[src/rtl/fir_decim_buffer.sv]
// Post-FIR decimator: drops the start-up samples, keeps one strobe in every DECIM,
// and queues kept samples in a first-word-fall-through FIFO with a valid/ready drain.
module fir_decim_buffer #(
    parameter int DATA_WIDTH = 9,
    parameter int DECIM      = 2,
    parameter int PHASE      = 0,
    parameter int SKIP       = 5,
    parameter int DEPTH      = 4
) (
    input  logic                     clk,
    input  logic                     rst,
    input  logic                     en,
    input  logic [DATA_WIDTH-1:0]    data_in,
    output logic                     out_valid,
    input  logic                     out_ready,
    output logic [DATA_WIDTH-1:0]    out_data,
    output logic [$clog2(DEPTH):0]   level,
    output logic                     overflow,
    input  logic                     clr_ovf
);

    localparam int AW  = $clog2(DEPTH);
    localparam int LW  = AW + 1;
    localparam int SKW = (SKIP > 0) ? $clog2(SKIP + 1) : 1;
    localparam int PW  = (DECIM > 1) ? $clog2(DECIM) : 1;

    localparam logic [SKW-1:0] SKIP_V     = SKW'(SKIP);
    localparam logic [PW-1:0]  PHASE_V    = PW'(PHASE);
    localparam logic [PW-1:0]  PHASE_LAST = PW'(DECIM - 1);
    localparam logic [LW-1:0]  FULL_V     = LW'(DEPTH);

    logic [SKW-1:0]        skip_cnt_q, skip_cnt_d;
    logic [PW-1:0]         phase_q, phase_d;
    logic [AW-1:0]         wr_ptr_q, wr_ptr_d;
    logic [AW-1:0]         rd_ptr_q, rd_ptr_d;
    logic [LW-1:0]         level_q, level_d;
    logic                  out_valid_q, out_valid_d;
    logic [DATA_WIDTH-1:0] out_data_q, out_data_d;
    logic                  overflow_q, overflow_d;
    logic [DATA_WIDTH-1:0] mem_q [DEPTH];

    logic skip_done;
    logic keep;
    logic pop;
    logic push;
    logic drop;

    always_comb begin
        skip_done = (skip_cnt_q >= SKIP_V);
        keep      = en && skip_done && (phase_q == PHASE_V);
        pop       = out_valid_q && out_ready;
        push      = keep && ((level_q != FULL_V) || pop);
        drop      = keep && !push;

        skip_cnt_d = skip_cnt_q;
        if (en && !skip_done) begin
            skip_cnt_d = skip_cnt_q + SKW'(1);
        end

        phase_d = phase_q;
        if (en && skip_done) begin
            phase_d = (phase_q == PHASE_LAST) ? '0 : phase_q + PW'(1);
        end

        wr_ptr_d = push ? wr_ptr_q + AW'(1) : wr_ptr_q;
        rd_ptr_d = pop  ? rd_ptr_q + AW'(1) : rd_ptr_q;
        level_d  = level_q + LW'(push) - LW'(pop);

        // The new head is the incoming sample only when it lands exactly at the next read slot.
        out_valid_d = (level_d != '0);
        out_data_d  = '0;
        if (out_valid_d) begin
            out_data_d = (push && (rd_ptr_d == wr_ptr_q)) ? data_in : mem_q[rd_ptr_d];
        end

        overflow_d = drop || (overflow_q && !clr_ovf);
    end

    always_ff @(posedge clk or posedge rst) begin
        if (rst) begin
            skip_cnt_q  <= '0;
            phase_q     <= '0;
            wr_ptr_q    <= '0;
            rd_ptr_q    <= '0;
            level_q     <= '0;
            out_valid_q <= 1'b0;
            out_data_q  <= '0;
            overflow_q  <= 1'b0;
        end else begin
            skip_cnt_q  <= skip_cnt_d;
            phase_q     <= phase_d;
            wr_ptr_q    <= wr_ptr_d;
            rd_ptr_q    <= rd_ptr_d;
            level_q     <= level_d;
            out_valid_q <= out_valid_d;
            out_data_q  <= out_data_d;
            overflow_q  <= overflow_d;
        end
    end

    // Storage needs no reset: entries are only read once level says they were written.
    always_ff @(posedge clk) begin
        if (push) begin
            mem_q[wr_ptr_q] <= data_in;
        end
    end

    assign out_valid = out_valid_q;
    assign out_data  = out_data_q;
    assign level     = level_q;
    assign overflow  = overflow_q;

endmodule

[config.mk]
export PLATFORM = sky130hd
export DESIGN_NAME = fir_decim_buffer
export DESIGN_NICKNAME = d
export VERILOG_FILES = /design/src/rtl/fir_decim_buffer.sv
export SDC_FILE = /design/constraint.sdc
export NUM_CORES = 1
export LEC_CHECK = 0
export ABC_AREA = 1
export CAP_MARGIN = 25
export CORE_MARGIN = 2
export CORE_UTILIZATION = 40
export DETAILED_ROUTE_END_ITERATION = 8
export PLACE_DENSITY = 0.65
export SKIP_CTS_REPAIR_TIMING = 1
export SYNTH_ARGS = -nofsm -noshare
export SYNTH_HDL_FRONTEND = slang
export SYNTH_SLANG_ARGS = --single-unit
[constraint.sdc]
create_clock -name clk -period 2.95 [get_ports clk]
set_input_delay 0.59 -clock clk [delete_from_list [all_inputs] [get_ports clk]]
set_output_delay 0.59 -clock clk [all_outputs]
set_load 0.05 [all_outputs]
==> After elaboration in Yosys (flattened, before gate mapping) <==
Memories as Yosys holds them, arrays and structs flattened.
Index checks and enable logic that the tools add are counted.
{ "totals": {"reg_bits": 22, "latch_bits": 0, "mem_bits_rw": 36, "romBits": 0, "in_bits": 14, "output_inout_bits": 14, "wordCells": 39, "memories": 1} }
{ "memory_table": {"columns": ["memory", "words", "word_bits", "rd", "rd_clocked_by_memory_dff", "write_ports", "line", "rtl"], "rows": [
  ["mem_q", 4, 9, 1, 0, 1, "40", "logic [DATA_WIDTH-1:0] mem_q [DEPTH];"]
]} }
{ "op_classes": {"addsub": 6, "multipliers": 0, "div_mod_pow": 0, "magnitude_cmp": 1, "n_eq_ne": 2, "shift": 0, "mux": 6, "n_bitwise": 1, "reduce_logical": 14} }
{ "ops": {"columns": ["op", "n"], "rows": [
  ["$mux 9", 2],
  ["$logic_and 1x1->1", 8],
  ["$add 2x1->2 const B", 2],
  ["$add 3x1->3", 1],
  ["$add 3x1->3 const B", 1],
  ["$ge 3x3->1 const B", 1],
  ["$logic_not 1->1", 3],
  ["$mux 1", 3],
  ["$ne 3x3->1 const B", 1],
  ["$reduce_bool 3->1", 1],
  ["$sub 3x1->3", 1],
  ["$eq 2x2->1", 1],
  ["$logic_or 1x1->1", 2],
  ["$mux 2", 1],
  ["$add 1x1->1 const B", 1],
  ["$not 1->1", 1]
]} }

==> Logic depth before layout (Yosys ltp) <==
{ "logic_depth": {"depth_word": 8, "mapped_depth": 17, "depth_no_buf": 17} }

==> Worst setup path after synthesis <==
OpenSTA, ideal clock, no wires.
{ "synth_timing": {"path_kind": "register to register", "startpoint": "register level_q[1], in the netlist level[1]", "endpoint": "register out_data_q[0], in the netlist out_data[0]", "setup_ns": 0.071, "arrival_ns": 2.590, "t_required_ns": 2.879, "setup_slack_ns": 0.289, "path_stages_with_launch": 16, "path_buffers": 0, "period_less_slack_ns": 2.661, "path_cell_list": "dfrtp_1 -> inv_1 -> nand2_1 -> nor3_2 -> nor2_2 -> inv_2 -> ha_1 -> inv_1 -> ha_1 -> fa_1 -> inv_1 -> xor2_1 -> inv_1 -> nand2_2 -> nand2_1 -> nor2_1"} }
{ "synth_between": {"elab_chain_len": 7, "elab_cells_between_ends": 9, "cone_classes": "add/sub: 2; eq/ne: 1; mux: 2; reduce/logical: 4"} }
{ "synth_rtl": {"columns": ["element", "line", "rtl"], "rows": [
  ["from (decl)", "36", "logic [LW-1:0] level_q, level_d;"],
  ["from (signal assigned)", "94", "level_q <= level_d;"],
  ["$ne 3x3->1", "52", "push = keep && ((level_q != FULL_V) || pop);"],
  ["$logic_or 1x1->1", "52", null],
  ["$logic_and 1x1->1", "52", null],
  ["$add 3x1->3 *", "67", "level_d = level_q + LW'(push) - LW'(pop);"],
  ["$sub 3x1->3 *", "67", null],
  ["via level_d[2]", "36", null],
  ["$reduce_bool 3->1 *", "70", "out_valid_d = (level_d != '0);"],
  ["via out_valid_d", "37", "logic out_valid_q, out_valid_d;"],
  ["$mux 9 *", "72", "if (out_valid_d) begin"],
  ["via out_data_d[0]", "38", "logic [DATA_WIDTH-1:0] out_data_q, out_data_d;"],
  ["to (signal assigned)", "96", "out_data_q <= out_data_d;"],
  ["to (decl)", "38", null]
]} }
The timed path passes the listed nets; every way through them passes the cells marked *.
A chain may end at the register's enable or synchronous reset.

==> Final worst setup path <==
{ "layout_timing": {"startpoint": "input port out_ready", "endpoint": "register out_data_q[2], in the netlist out_data[2]"} }
{ "layout_between": {"elab_chain_len": 7, "elab_cells_between_ends": 12, "cone_classes": "add/sub: 2; eq/ne: 1; mux: 3; reduce/logical: 5; memory: 1"} }
{ "layout_rtl": {"columns": ["element", "line", "rtl"], "rows": [
  ["from (decl)", "15", "input logic out_ready,"],
  ["$logic_and 1x1->1 *", "51", "pop = out_valid_q && out_ready;"],
  ["$logic_or 1x1->1", "52", null],
  ["$logic_and 1x1->1", "52", null],
  ["$add 3x1->3", "67", null],
  ["$sub 3x1->3 *", "67", null],
  ["via level_d[2]", "36", null],
  ["$reduce_bool 3->1 *", "70", null],
  ["via out_valid_d", "37", null],
  ["$mux 9 *", "72", null],
  ["via out_data_d[2]", "38", null]
]} }
Marked as above.

==> flow_summary.yaml <==
status:
  status: "complete, no violations"
routing:
  drc: 0
  drtAntennaViolNets: 0
  viasPerCell: 4.696
  postRouteWirelength_um: 5139
  num_vias: 1775
  dr_iter_0_viols: 128
  wl_per_cell_um: 13.60
  dr.pass1.iters: 4
die:
  floorplan.die_area_mm2: 0.007387
  design.core.area_mm2: 0.006422
  initial_core_util_pct: 41.83
  die_w_um: 85.95
  chipHeight_um: 85.95
  num_rows: 29
  io_pins: 28
synth:
  synth_seq_cells: 58
  net_count_of_the_mapped_netlist: 271
  synth_sequential_area_ratio_pct: 60.74
  yosysUniqueCellTypes: 25
  yosysWarnings: 0
  netlist_top_cells_area: "sky130_fd_sc_hd__edfxtp_1 40%, sky130_fd_sc_hd__dfrtp_1 20%, sky130_fd_sc_hd__nand2_1 6.8%"
  avgSynthCellArea_um2: 10.83
  synth_top_area_share_pct: 40.24
  syn-instance-count: 248
  synth_top_cell_by_area: "sky130_fd_sc_hd__edfxtp_1"
  synth_edf_count: 36
  asyncSetResetFlopFracSynth_pct: 37.93
  area_of_the_mapped_netlist_mm2: 0.002686
  synth_flop_cell: "sky130_fd_sc_hd__edfxtp_1"
cells_and_area:
  antenna_diode_count: 0
  layout_commonest_cell: "sky130_fd_sc_hd__nand2_1"
  final_cells: 378
  layout_common_cells: "49 x sky130_fd_sc_hd__nand2_1, 47 x sky130_fd_sc_hd__inv_1, 36 x sky130_fd_sc_hd__edfxtp_1"
  finalCoreUtilization_pct: 51.76
  final.fill_count: 595
  drive_gt1_share_pct: 15.61
  final_net_count: 319
  areaGrowthSynthToFinish_pct: 23.75
critical_path:
  critPathMaxFanout: 10
  cp_num_buf_inv: 6
  critPathTopFamily: "adder cells"
  worstSetupEndpointType: "flop"
  critical_path_required_ps: 3210
  timing.setup.critical_path_class: "in2reg"
  critical_path_at_ps: 2950
  critical-path-top-cell-by-count: "sky130_fd_sc_hd__inv_1"
  crit_path_top_delay_cell: "sky130_fd_sc_hd__clkdlybuf4s50_1"
  critical_path.cell_chain: "clkdlybuf4s50_1, nand2_2, inv_2, nor3_2, nor2_2, inv_2, ha_1, inv_1, ha_1, fa_1, inv_1, xor2_1, inv_1, nand2_2, nand2_1, nor2_1"
  critical-path-max-stage-delay_ps: 490
  kind_of_start_point_of_the_critical_path: "input port"
global_route:
  pin_count_of_the_biggest_net_entering_global_routing: 23
  wire_length_of_the_first_global_routing_pass_um: 8438
  grt_pass1_vias: 1773
  overflow: 0
  grt.total_usage_pct: 15.34
  grt_antenna_before_repair: 0
placed_design:
  dpl.hpwl_um: 3525
  port_buffers: 27
  dp.cells: 362
  globalplace.congestion: 0.7247
  pre_cts_setup_slack_ps: -88.31
clock_tree:
  htree_num_levels: 3
  cts-buffers-inserted: 9
  clk-insertion-delay-late_ps: 330
  clock_transition_time_at_the_flip_flop_clock_pins_of_the_worst_setup_and_hold_paths_ps: 70
  clock_sink_count: 58
  cts_tree: "built"
  cts_root_buffer: "sky130_fd_sc_hd__clkbuf_8"
  max-clock-path-buffers: 2
power:
  power_density_mw_per_mm2: 1090
  pleak_nw: 1.520
  worst_ir_drop_vdd_mv: 0.3614
timing:
  slew_violations: 0
  fin_worst_hold_slack_ps: 471.6
  report.final.setup_viol: 0
  maxClockFrequency_ghz: 0.3720
  slew_headroom_pct: 40.52
  finalHoldViolations: 0
  post-route-period-util_pct: 91.12
  finalWorstSetupSlack_ps: 261.8
  worstMarginPinSlew_ps: 891.3
  layout_min_cycle_time_ps: 2688
  worst_clock_skew_ps: 7.160
  setup_repair_after_global_routing_missed_its_margin: "false"
min_path:
  hold_path.class: "reg2reg"
flow_run:
  cap_violations: 0
==> state kept, by name, indices dropped and copies added, names as in the netlist <==
register and count:
phase_q 1, rd_ptr_q 2, skip_cnt_q 3, out_valid 1, wr_ptr_q 2, out_data 9
overflow 1, level 3, mem_q 36
==> tightest hold or removal path: stages, from the launching register on <==
cell	delay, ps
sky130_fd_sc_hd__dfrtp_1	340
sky130_fd_sc_hd__nand2_1	60
sky130_fd_sc_hd__nand2_1	50
==> layer usage <==
metal  global-route usage [%]  vias to the layer above  part of all wire (%)
met5                        0                        -                     0
met4                    7.648                        0                   2.4
met3                    4.331                       10                   2.7
met2                    23.61                       29                    47
met1                    19.87                      831                    48
li1                         -                      905                     -
==> area by class of cell <==
cell class	count	area (µm²)	area share, %
flip-flops and latches	58	1632	49.08
multi-input cells	136	820.8	24.69
repair buffers	42	382.9	11.52
inverters	49	183.9	5.533
well taps	77	96.34	2.898
clock inverters	6	81.33	2.446
clock buffers	10	127.6	3.839
==> Yosys cell counts (4+ instances only) <==
cell type and number:
sky130_fd_sc_hd__nand2_1 49, sky130_fd_sc_hd__inv_1 47, sky130_fd_sc_hd__edfxtp_1 36, sky130_fd_sc_hd__nor2_1 24, sky130_fd_sc_hd__dfrtp_1 22, sky130_fd_sc_hd__o211ai_1 14
sky130_fd_sc_hd__nand4_1 11, sky130_fd_sc_hd__ha_1 8, sky130_fd_sc_hd__nand2_2 5, sky130_fd_sc_hd__buf_6 4, sky130_fd_sc_hd__nand3_1 4, sky130_fd_sc_hd__o211ai_2 4
sky130_fd_sc_hd__xor2_1 4
==> cells by family after synthesis <==
group	share of synthesized area (%)
DFF	60.74
xor gates and xnor gates	1.630
buffers and inverters	8.710
and+or+nand+nor	18.07
AOI/OAI and AO/OA	6.381
adders and majority gates	4.472
==> per-stage QoR <==
| stage | total power (W) | area, µm² | setup TNS [ps] |
|---|---|---|---|
| global placement | 0.002851 | 3115 | -178.9 |
| detailed placement | 0.002881 | 3115 | -662.8 |
| floorplan | 0.002406 | 2686 | 0 |
| global route | 0.003880 | 3324 | 0 |
| CTS | 0.003661 | 3324 | 0 |
| finish | 0.003624 | 3324 | 0 |
==> power breakdown <==
group          leakage (nW)  total, W  switching, W  internal, W
sequential            0.588   0.00119      0.000119      0.00107
clock                 0.105  0.000769      0.000300     0.000470
combinational         0.826   0.00167       0.00109     0.000574
total                  1.52   0.00362       0.00151      0.00211
==> final timing paths <==
kind	from	to	slack, ps	cells after the start
hold / removal	phase_q	phase_q	470	2
setup reg to reg	skip_cnt_q[1]	out_data[2]	310	17
setup / recovery	out_ready	out_data[2]	260	16
min in group asynchronous	rst	skip_cnt_q[1]	740	2
hold reg to reg	phase_q	phase_q	470	2
max in group asynchronous	rst	out_data[5]	1650	2
No activity file was read; power rests on OpenSTA's default activity.
